==> config.mk <==
export PLATFORM = sky130hd
export DESIGN_NAME = conversion_sequencer
export DESIGN_NICKNAME = d
export VERILOG_FILES = /design/src/rtl/conv_seq_pkg.sv /design/src/rtl/conversion_sequencer_watchdog.sv /design/src/rtl/conversion_sequencer.sv
export SDC_FILE = /design/constraint.sdc
export NUM_CORES = 1
export LEC_CHECK = 0
export CELL_PAD_IN_SITES_DETAIL_PLACEMENT = 1
export CELL_PAD_IN_SITES_GLOBAL_PLACEMENT = 1
export CORE_MARGIN = 2
export CORE_UTILIZATION = 37
export CTS_BUF_LIST = sky130_fd_sc_hd__clkbuf_16
export DETAILED_ROUTE_END_ITERATION = 6
export GPL_ROUTABILITY_DRIVEN = 0
export PLACE_DENSITY_LB_ADDON = 0.1
export SKIP_CTS_REPAIR_TIMING = 1
export SLEW_MARGIN = 20
export SYNTH_ARGS = -nofsm -noshare
export SYNTH_HDL_FRONTEND = slang
export SYNTH_SLANG_ARGS = --single-unit
export TNS_END_PERCENT = 20
==> constraint.sdc <==
create_clock -name i_clk -period 4.67 [get_ports i_clk]
set_input_delay 0.934 -clock i_clk [delete_from_list [all_inputs] [get_ports i_clk]]
set_output_delay 0.934 -clock i_clk [all_outputs]
set_load 0.01 [all_outputs]
==> src/rtl/conv_seq_pkg.sv <==
// -----------------------------------------------------------------------------
// conv_seq_pkg
// Shared definitions for the conversion sequencer: FSM state encoding, default
// block/timeout constants and a width helper used to size the watchdog timer.
// -----------------------------------------------------------------------------
package conv_seq_pkg;

    localparam int NUM_WORDS_DEF = 26;
    localparam int TIMEOUT_DEF   = 64;

    typedef enum logic [3:0] {
        IDLE       = 4'd0,
        ARMED      = 4'd1,
        READ       = 4'd2,
        CALC_START = 4'd3,
        CALC_WAIT  = 4'd4,
        STORE      = 4'd5,
        INC        = 4'd6,
        FLUSH      = 4'd7,
        DONE       = 4'd8,
        ERR        = 4'd9
    } state_t;

    // Bits needed to hold 0..v-1, never less than one bit.
    function automatic int clog2w(input int v);
        int w;
        w = 1;
        while ((1 << w) < v) begin
            w = w + 1;
        end
        return w;
    endfunction

endpackage

==> src/rtl/conversion_sequencer_watchdog.sv <==
// -----------------------------------------------------------------------------
// calc_watchdog
// Counts cycles spent waiting for the calculation unit. The timer is cleared
// when a conversion is launched and advances while waiting without a done.
// o_expired flags that the last allowed wait cycle has been reached; the
// sequencer still gives a same-cycle done priority over expiry.
//
// Ports:
//   i_clk      system clock, rising edge
//   i_rst      asynchronous active-high reset
//   i_clr      clear the timer (conversion launch cycle)
//   i_en       waiting for the calculation unit
//   i_done     calculation unit reports done
//   o_expired  timer has reached TIMEOUT-1
// -----------------------------------------------------------------------------
module calc_watchdog
    import conv_seq_pkg::*;
#(
    parameter int TIMEOUT = TIMEOUT_DEF
) (
    input  logic i_clk,
    input  logic i_rst,
    input  logic i_clr,
    input  logic i_en,
    input  logic i_done,
    output logic o_expired
);

    localparam int TW = clog2w(TIMEOUT);
    localparam logic [TW-1:0] LAST = TW'(TIMEOUT - 1);

    logic [TW-1:0] r_timer;

    // Saturates at LAST so a stalled FSM can never see the timer wrap.
    always_ff @(posedge i_clk or posedge i_rst) begin
        if (i_rst) begin
            r_timer <= '0;
        end else if (i_clr) begin
            r_timer <= '0;
        end else if (i_en && !i_done && (r_timer != LAST)) begin
            r_timer <= r_timer + 1'b1;
        end
    end

    assign o_expired = (r_timer == LAST);

endmodule

==> src/rtl/conversion_sequencer.sv <==
// -----------------------------------------------------------------------------
// conversion_sequencer
// Steps the number-conversion datapath through a block of NUM_WORDS words:
// read a word, launch the calculation unit, wait for its done (guarded by a
// watchdog), store the result, advance the index, and finally request the file
// write. All outputs are decoded from registered state or are registers.
//
// Ports:
//   i_clk         system clock, rising edge
//   i_rst         asynchronous active-high reset
//   i_start       block start; high then low launches one block
//   i_calc_done   calculation unit finished current word (pulse or level)
//   i_write_ack   file writer accepted the block
//   o_rd_en       one-cycle read strobe to the input buffer
//   o_rd_addr     input buffer word index (= o_count)
//   o_calc_start  one-cycle launch pulse to the calculation unit
//   o_store_en    one-cycle store strobe for the converted number
//   o_wr_addr     result store index (= o_count)
//   o_wr_file     file-write request, held until acknowledged
//   o_busy        high outside IDLE and ARMED
//   o_done        one-cycle pulse at block completion
//   o_err         sticky watchdog error, cleared by the next accepted start
//   o_count       current word index
//
// state      | meaning
// -----------+--------------------------------------------------------------
// IDLE       | waiting for start to go high
// ARMED      | start seen high, waiting for it to drop
// READ       | read strobe for word count
// CALC_START | launch pulse, watchdog cleared
// CALC_WAIT  | waiting for calc_done, watchdog running
// STORE      | store strobe for word count
// INC        | advance index or finish the block
// FLUSH      | file-write request held until write_ack
// DONE       | completion pulse
// ERR        | watchdog expired, set err
// -----------------------------------------------------------------------------
module conversion_sequencer
    import conv_seq_pkg::*;
#(
    parameter int NUM_WORDS = NUM_WORDS_DEF,
    parameter int CNT_W     = 8,
    parameter int TIMEOUT   = TIMEOUT_DEF
) (
    input  logic             i_clk,
    input  logic             i_rst,
    input  logic             i_start,
    input  logic             i_calc_done,
    input  logic             i_write_ack,
    output logic             o_rd_en,
    output logic [CNT_W-1:0] o_rd_addr,
    output logic             o_calc_start,
    output logic             o_store_en,
    output logic [CNT_W-1:0] o_wr_addr,
    output logic             o_wr_file,
    output logic             o_busy,
    output logic             o_done,
    output logic             o_err,
    output logic [CNT_W-1:0] o_count
);

    localparam logic [CNT_W-1:0] LAST_IDX = CNT_W'(NUM_WORDS - 1);

    state_t           r_state;
    state_t           w_next;
    logic [CNT_W-1:0] r_count;
    logic             r_err;
    logic             w_expired;

    logic w_rd_en;
    logic w_calc_start;
    logic w_store_en;
    logic w_wr_file;
    logic w_busy;
    logic w_done;

    calc_watchdog #(
        .TIMEOUT (TIMEOUT)
    ) u_watchdog (
        .i_clk     (i_clk),
        .i_rst     (i_rst),
        .i_clr     (r_state == CALC_START),
        .i_en      (r_state == CALC_WAIT),
        .i_done    (i_calc_done),
        .o_expired (w_expired)
    );

    always_ff @(posedge i_clk or posedge i_rst) begin
        if (i_rst) begin
            r_state <= IDLE;
        end else begin
            r_state <= w_next;
        end
    end

    always_comb begin
        w_next       = IDLE;
        w_rd_en      = 1'b0;
        w_calc_start = 1'b0;
        w_store_en   = 1'b0;
        w_wr_file    = 1'b0;
        w_done       = 1'b0;
        w_busy       = 1'b1;
        case (r_state)
            IDLE: begin
                w_busy = 1'b0;
                w_next = i_start ? ARMED : IDLE;
            end
            ARMED: begin
                w_busy = 1'b0;
                w_next = i_start ? ARMED : READ;
            end
            READ: begin
                w_rd_en = 1'b1;
                w_next  = CALC_START;
            end
            CALC_START: begin
                w_calc_start = 1'b1;
                w_next       = CALC_WAIT;
            end
            CALC_WAIT: begin
                // A done on the last allowed cycle beats the watchdog.
                if (i_calc_done) begin
                    w_next = STORE;
                end else if (w_expired) begin
                    w_next = ERR;
                end else begin
                    w_next = CALC_WAIT;
                end
            end
            STORE: begin
                w_store_en = 1'b1;
                w_next     = INC;
            end
            INC: begin
                w_next = (r_count == LAST_IDX) ? FLUSH : READ;
            end
            FLUSH: begin
                w_wr_file = 1'b1;
                w_next    = i_write_ack ? DONE : FLUSH;
            end
            DONE: begin
                w_done = 1'b1;
                w_next = IDLE;
            end
            ERR: begin
                w_next = IDLE;
            end
            default: begin
                w_next = IDLE;
            end
        endcase
    end

    // Index holds after the block so the host can read the final value.
    always_ff @(posedge i_clk or posedge i_rst) begin
        if (i_rst) begin
            r_count <= '0;
        end else if ((r_state == IDLE) && i_start) begin
            r_count <= '0;
        end else if ((r_state == INC) && (r_count != LAST_IDX)) begin
            r_count <= r_count + 1'b1;
        end
    end

    always_ff @(posedge i_clk or posedge i_rst) begin
        if (i_rst) begin
            r_err <= 1'b0;
        end else if ((r_state == IDLE) && i_start) begin
            r_err <= 1'b0;
        end else if (r_state == ERR) begin
            r_err <= 1'b1;
        end
    end

    assign o_rd_en      = w_rd_en;
    assign o_rd_addr    = r_count;
    assign o_calc_start = w_calc_start;
    assign o_store_en   = w_store_en;
    assign o_wr_addr    = r_count;
    assign o_wr_file    = w_wr_file;
    assign o_busy       = w_busy;
    assign o_done       = w_done;
    assign o_err        = r_err;
    assign o_count      = r_count;

endmodule

# --- After elaboration in Yosys (flattened, before gate mapping) ---
# Index checks and enable logic that the tools add are counted.
word_totals:
  out_inout_bits: 31
  ff_bits: 19
  input_bits: 5
  word_cells: 48
classes:
  mux: 19
  eq_ne: 13
  addsub: 2
  reduce_logical: 10
op_table:
  columns: ["operator", "n"]
  rows:
  - ["$pmux 4 s8", 1]
  - ["$eq 4x3->1 const B", 4]
  - ["$mux 8", 2]
  - ["$mux 4", 3]
  - ["$mux 6", 2]
  - ["$mux 1", 9]
  - ["$add 8x1->8 const B", 1]
  - ["$eq 4x2->1 const B", 2]
  - ["$eq 4x4->1 const B", 2]
  - ["$eq 8x5->1 const B", 1]
  - ["$ne 8x5->1 const B", 1]
  - ["$add 6x1->6 const B", 1]
  - ["$eq 6x6->1 const B", 1]
  - ["$ne 6x6->1 const B", 1]
  - ["$reduce_bool 2->1", 3]
  - ["$eq 4x1->1 const B", 1]
  - ["$logic_and 1x1->1", 4]
  - ["$logic_not 4->1", 1]
  - ["$mux 3", 1]
  - ["$mux 2", 1]
  - ["$reduce_or 2->1", 1]
  - ["$logic_not 1->1", 1]

# --- Depth between registers and ports, before layout ---
# Gate-level depths: netlist of run 1.
depth:
  depth_word: 5
  ltp_mapped: 6
  depth_no_buf: 6

# --- Cells and area by module ---
# Synthesis of run 1 repeated with hierarchy kept, for this count alone.
unflattened:
  hier_cells: 147
  hier_area_um2: 1347.5
by_module_without_submodules:
  columns: ["module", "seq_area_each_um2", "cells_per_inst", "instances", "area_per_inst_um2"]
  rows:
  - ["conversion_sequencer", 325.3, 107, 1, 943.4]
  - ["calc_watchdog", 150.1, 40, 1, 404.1]

# --- Worst setup path before layout of run 1 ---
# No wires, ideal clock.
synth_path:
  path_kind: "reg-to-output"
  startpoint: "register r_state[3]"
  endpoint: "output port o_store_en"
  stages_incl_launch_ff: 4
  t_required_ns: 3.736
  arrival_ns: 1.116
  n_path_buf: 1
  slack_ns: 2.620
  cell_sequence: "dfrtp_1 -> clkbuf_1 -> nand2b_1 -> nor3b_1"
synth_between:
  elab_chain_len: 2
synth_rtl:
  columns: ["element", "line_no", "rtl"]
  rows:
  - ["from (decl)", "conversion_sequencer.sv:64", "state_t r_state;"]
  - ["from (signal assigned)", "conversion_sequencer.sv:92", "r_state <= w_next;"]
  - ["$eq 4x3->1", "conversion_sequencer.sv:104", "case (r_state)"]
  - ["$mux 1", "conversion_sequencer.sv:104", null]
  - ["to (decl)", "conversion_sequencer.sv:53", "output logic o_store_en,"]
# No other way between the ends.

# --- Final worst setup path of run 1 ---
layout_path:
  startpoint: "register r_state[3]"
  endpoint: "output port o_calc_start"
layout_between:
  elab_chain_len: 2
layout_rtl:
  columns: ["element", "line_no", "rtl"]
  rows:
  - ["$eq 4x2->1", "conversion_sequencer.sv:104", null]
  - ["$mux 1", "conversion_sequencer.sv:104", null]
  - ["to (decl)", "conversion_sequencer.sv:52", "output logic o_calc_start,"]
# No other way between the ends.

==> reports/qor.csv, run 1 <==
metric;value;unit
pre-CTS WS;2.11;ns
Logic pwr share;41.3;%
Pleak;0.662;nW
hpwl dp;2240;um
Die X;61.8;um
I/O pins;36;
VDD IR max;0.209;mV
port bufs;35;
actual slew at the worst max-slew pin;0.787;ns
Critical Path End Type;output pin;
post-synthesis instance total;141;
sequential group share of total power;35.5;%
fraction of power consumed by the clock network;23.2;%
Tightest Hold Check Type;flop to flop;
Avg Synthesized Cell Area;8.76;um2
yosys warns;0;
Post-DRT Antenna Nets;0;
Finished Layout Cells;203;
pwr dens;490;nW/um2
routed length per instance;15.5;um
status;finished, final reports clean;
Worst R2R Setup Slack;2.42;ns
clk root buf;clkbuf_16;
H-tree levels;1;
# nets final;168;
largest net degree at the start of global routing;20;
CTS Buf Count;3;
Rows;20;
Critical Path Max Stage Delay;0.55;ns
Worst Skew;0.00707;ns
effective utilization at floorplan;39.8;%
Die Span Y;61.8;um
Final Hold Viols;0;
min cycle time layout;2.84;ns
CTS Sinks;19;
global-route wire length before repair;4950;um
grt total ovfl;0;
max-slew violations;0;
Fin Setup TNS;0;ns
Skew-Pair Late Insertion Delay;0.26;ns
post-synthesis cell type count;34;
Worst slew margin;47.5;%
Yosys reg bits;19;
Syn Std Cell Area;1230;um2
ANT cells;0;
Inst Count DP;199;
Clock Pin Slew Worst Setup and Hold Paths;0.05;ns
Psw;0.300;mW
CTS tree;done;
startpoint types;flop;
CP Cell Sequence;nor2_1, nand3_1, inv_1, clkdlybuf4s50_1;
Max Cap Viol;0;
EDFF count, synth;0;
CORE AREA;3100;um2
Crit-path slowest cell;clkdlybuf4s50_1;
cell taking the most area after synthesis;dfrtp_1;
Setup Viol. Count Final;0;
Switching Share;38.7;%
vias in the first global route;1003;
Total Routed Length;3140;um
worst setup margin;1.83;ns
area grow syn2layout;28.0;%
Vias;1072;
Tot Pwr;0.775;mW
Synthesized Nets;149;
Vias/cell;5.28;
Synth top area share;38.5;%
most common cell in the netlist;dfrtp_1;
filler instances;381;
Reg area;475;um2
DRC;0;
kind of critical path;flop to output pin;
fraction of registers with async set/reset;100;%
most instantiated cells after synthesis;dfrtp_1 (19), buf_4 (16), nand3_1 (12), nor2_1 (10), nand2_1 (9);
Iteration-0 DRC Markers;29;
DRT Pass-1 Iters;4;
GRT Overall Usage;17.9;%
Max Fclk;352;MHz
most area-consuming cells after synthesis;dfrtp_1 (39%), buf_4 (9.7%), nand3_1 (4.9%);
ratio of cells with drive above 1 in the final layout;3.77;%
deepest clock path buffer count;2;
initial antenna violation count;0;
CP max FO;13;
RSZ-0062 raised after global routing;no;
multi-input logic area;594;um2
ys flop type;dfrtp_1;
Power Internal;0.475;mW
Critical Path AT;1.91;ns
DIE AREA;3820;um2
sequential area share after synthesis;38.5;%
Crit path required time;3.74;ns
Tcrit/Tclk final;60.8;%
worst max-delay path: cells and delay by family, from the launching register on:
family,cells,cell delay [ns]
and+or+nand+nor,2,0.43
buffers and inverters,2,0.72
DFF,1,0.51
cell families after synthesis:
family / Yosys count / share of synthesized area [%]
xor+xnor: 4 / 2.84
compound gates: 25 / 13.2
simple gates: 58 / 25.7
flops: 19 / 38.5
buf+inv: 28 / 13.4
mux: 4 / 3.34
fa+ha+maj: 3 / 3.04
routing by layer:
| layer | track usage (%) | up-vias | share of wire [%] |
|---|---|---|---|
| li1 | - | 520 | - |
| met2 | 28.0 | 26 | 47 |
| met1 | 25.6 | 522 | 49 |
| met5 | 0 | - | 0 |
| met3 | 2.48 | 4 | 3.7 |
| met4 | 6.38 | 0 | 1.1 |
cell type report:
type / count / share of cell area, %
repair buffers: 35 / 22.2
clock buffers: 3 / 4.75
flip-flops and latches: 19 / 30.1
inverters: 7 / 1.66
clock inverters: 1 / 0.238
multi-input cells: 94 / 37.6
well taps: 44 / 3.48
flip-flops by register name, indices dropped and copies added, names as in the netlist:
| name | cells |
|---|---|
| o_count | 8 |
| r_state | 4 |
| o_err | 1 |
| u_watchdog.r_timer | 6 |
layout by cell type (no fill, tap or decap), types with 2 or more instances in the layout:
| master | n |
|---|---|
| nor3_1 | 3 |
| or3_1 | 5 |
| or4b_1 | 2 |
| ha_1 | 3 |
| xor2_1 | 4 |
| nand4_1 | 2 |
| dfrtp_1 | 19 |
| mux2i_1 | 3 |
| o211ai_1 | 2 |
| nand2_1 | 9 |
| and3_1 | 4 |
| clkdlybuf4s50_1 | 35 |
| inv_1 | 8 |
| nand3_1 | 12 |
| a21oi_1 | 8 |
| nand2b_1 | 4 |
| o21ai_0 | 8 |
| nor2_1 | 10 |
| clkbuf_16 | 3 |
power groups by stage:
stage | Sequential [mW] | Combinational [mW] | Clock, mW
after floorplan | 0.240 | 0.236 | 0
after global placement | 0.273 | 0.310 | 0
after detailed placement | 0.277 | 0.320 | 0
after CTS | 0.275 | 0.323 | 0.184
after global routing | 0.285 | 0.354 | 0.189
final | 0.275 | 0.320 | 0.180
final timing paths:
check	from	end	cells after the start
worst min-delay path	u_watchdog.r_timer[2]	u_watchdog.r_timer[2]	1
worst max register to register	r_state[1]	u_watchdog.r_timer[3]	4
worst min register to register	u_watchdog.r_timer[2]	u_watchdog.r_timer[2]	1
min in group asynchronous	i_rst	o_count[6]	2
worst max-delay path	r_state[3]	o_calc_start	4
max in group asynchronous	i_rst	r_state[3]	2
stage by stage:
step                      hold WS, ns  util, %  area [um2]
after floorplan                 0.490        -        1230
after global placement          0.509     48.4        1500
after detailed placement        0.525     48.4        1500
after CTS                       0.534     50.9        1580
after global routing            0.560     50.9        1580
final                           0.527     50.9        1580
(Power assumes the default switching activity.)
==> run 2, diff against run 1 <==
- CORE_UTILIZATION: 37 -> 31
- clock period: 4.67 -> 2.6 ns (I/O delays scaled with it)
==> run 2 against run 1 <==
Net effect: clock power rose by 85%; non-clock buffer count rose by 2; register-to-register slack worse by 2.0 ns; combinational power is 86% higher; first-iteration DRC count grew 31%; clock skew down 0.0024 ns; worst hold slack improved by 0.0080 ns; wire length grew 0.32%; critical path depth did not move.
==> reports/qor.csv, run 2 (synthesis results as in run 1) <==
metric;value;unit;change
Rows;22;;+10%
vias in the first global route;1124;;+12%
CTS Buf Count;3;;unchanged
Worst Path Buf+Inv;2;;unchanged
Worst Skew;0.00464;ns;-0.00243 ns
Fin Setup TNS;0;ns;unchanged
startpoint types;flop;;
sequential group share of total power;34.2;%;-1.3 points
area grow syn2layout;29.9;%;
max-slew violations;0;;unchanged
Post-DRT Antenna Nets;0;;unchanged
pwr dens;879;nW/um2;+79%
routed length per instance;15.1;um;-2.6%
Setup Viol. Count Final;0;;unchanged
Total Routed Length;3150;um;+0.32%
Crit-path slowest cell;clkdlybuf4s50_1;;
Worst slew margin;47.3;%;-0.16 points
Die Span Y;67.1;um;+8.7%
CTS Sinks;19;;unchanged
GRT Overall Usage;16.2;%;-1.7 points
CORE AREA;3740;um2;+21%
VDD IR max;0.374;mV;+79%
clk root buf;clkbuf_16;;
deepest clock path buffer count;2;;unchanged
H-tree levels;1;;unchanged
initial antenna violation count;0;;unchanged
I/O pins;36;;unchanged
effective utilization at floorplan;33.0;%;-6.8 points
largest net degree at the start of global routing;20;;unchanged
Iteration-0 DRC Markers;38;;+31%
Critical Path AT;1.87;ns;-0.04 ns
ANT cells;0;;unchanged
DRC;0;;unchanged
Psw;0.542;mW;+81%
actual slew at the worst max-slew pin;0.789;ns;+0.00246 ns
Max Fclk;418;MHz;
Critical Path Max Stage Delay;0.55;ns;about the same
Switching Share;38.4;%;-0.22 points
DRT Pass-1 Iters;3;;-1
Vias;1090;;+1.7%
max reg flops;8;;unchanged
port bufs;35;;unchanged
Post-DP Area;1520;um2;+1.3%
global-route wire length before repair;5480;um;+11%
most common cell after layout, fill and taps aside;clkdlybuf4s50_1;;
Die X;67.1;um;+8.7%
filler instances;450;;+18%
# nets final;170;;+1.2%
kind of critical path;flop to output pin;;
RSZ-0062 raised after global routing;no;;
DIE AREA;4500;um2;+18%
Vias/cell;5.22;;-1.2%
hpwl dp;2350;um;+5.2%
CTS tree;done;;
Tightest Hold Check Type;flop to flop;;
Critical Path End Type;output pin;;
ratio of cells with drive above 1 in the final layout;5.59;%;+1.8 points
Crit path required time;2.08;ns;-1.66 ns
status;finished, final reports clean;;
CP Cell Sequence;nor2_1, nand3_1, inv_1, clkdlybuf4s50_1;;
Pleak;0.667;nW;+0.79%
Max Cap Viol;0;;unchanged
post-route cell area;1600;um2;+1.5%
fraction of power consumed by the clock network;23.6;%;+0.4 points
Skew-Pair Late Insertion Delay;0.26;ns;about the same
Final Hold Viols;0;;unchanged
crit-path leading delay family;buffers and inverters;;
min cycle time layout;2.39;ns;
CP max FO;11;;-2
Tcrit/Tclk final;92.1;%;
Power Internal;0.868;mW;+83%
grt total ovfl;0;;unchanged
most frequent cells in the layout;clkdlybuf4s50_1 (35), dfrtp_1 (19), nand3_1 (12);;
Clock Pin Slew Worst Setup and Hold Paths;0.06;ns;about the same
Logic pwr share;42.2;%;+0.9 points
-- run 2: area by class of cell --
class | instances | area (um2) | share of cell area [%]
Timing Repair Buffer | 37 | 365 | 22.8
Sequential cell | 19 | 475 | 29.6
Multi-Input combinational cell | 94 | 594 | 37.1
Inverter | 7 | 26.3 | 1.64
Tap cell | 48 | 60.1 | 3.74
Clock buffer | 3 | 75.1 | 4.68
Clock inverter | 1 | 7.51 | 0.468
-- run 2: per-layer routing --
layer	track usage (%)	routed length [um]	vias to the layer above
met5	0	0	-
met4	7.91	53	0
met3	2.36	120	5
met2	26.4	1570	28
met1	21.0	1400	536
li1	-	-	521
-- run 2: power by group through the flow --
stage / registers [mW] / logic (mW) / clock network (mW)
3_3_place_gp: 0.479 / 0.587 / 0
4_1_cts: 0.481 / 0.608 / 0.342
6_report: 0.482 / 0.596 / 0.333
2_1_floorplan: 0.431 / 0.424 / 0
3_5_place_dp: 0.485 / 0.603 / 0
5_1_grt: 0.505 / 0.665 / 0.350
-- run 2: path summary, 6_finish.rpt --
kind                       cells after the start  startpoint                     to  slack, ns
max in group asynchronous                      2       i_rst             o_count[1]       1.39
hold / removal                                 2       o_err                  o_err       0.54
min in group asynchronous                      2       i_rst             o_count[3]       0.71
hold reg to reg                                2       o_err                  o_err       0.54
setup / recovery                               4  r_state[2]           o_calc_start       0.21
setup reg to reg                               4  r_state[1]  u_watchdog.r_timer[3]       0.41
-- run 2: through the flow --
step                setup WS (ns)  std cells  power, mW  utilization [%]  hold slack (ns)
global placement            0.506        205       1.07             40.6            0.504
floorplan                   0.668        141      0.854                -            0.471
CTS                         0.190        209       1.43             42.8            0.545
detailed placement          0.427        205       1.09             40.6            0.532
finish                      0.206        209       1.41             42.8            0.535
global route                0.100        209       1.52             42.8            0.607
-- run 2: tightest hold or removal path: cells and delay by family (launching register included) --
| kind | cells | cell delay (ns) |
|---|---|---|
| AND/OR/NAND/NOR | 1 | 0.08 |
| AO/OA/AOI/OAI | 1 | 0.05 |
| flip-flops | 1 | 0.36 |
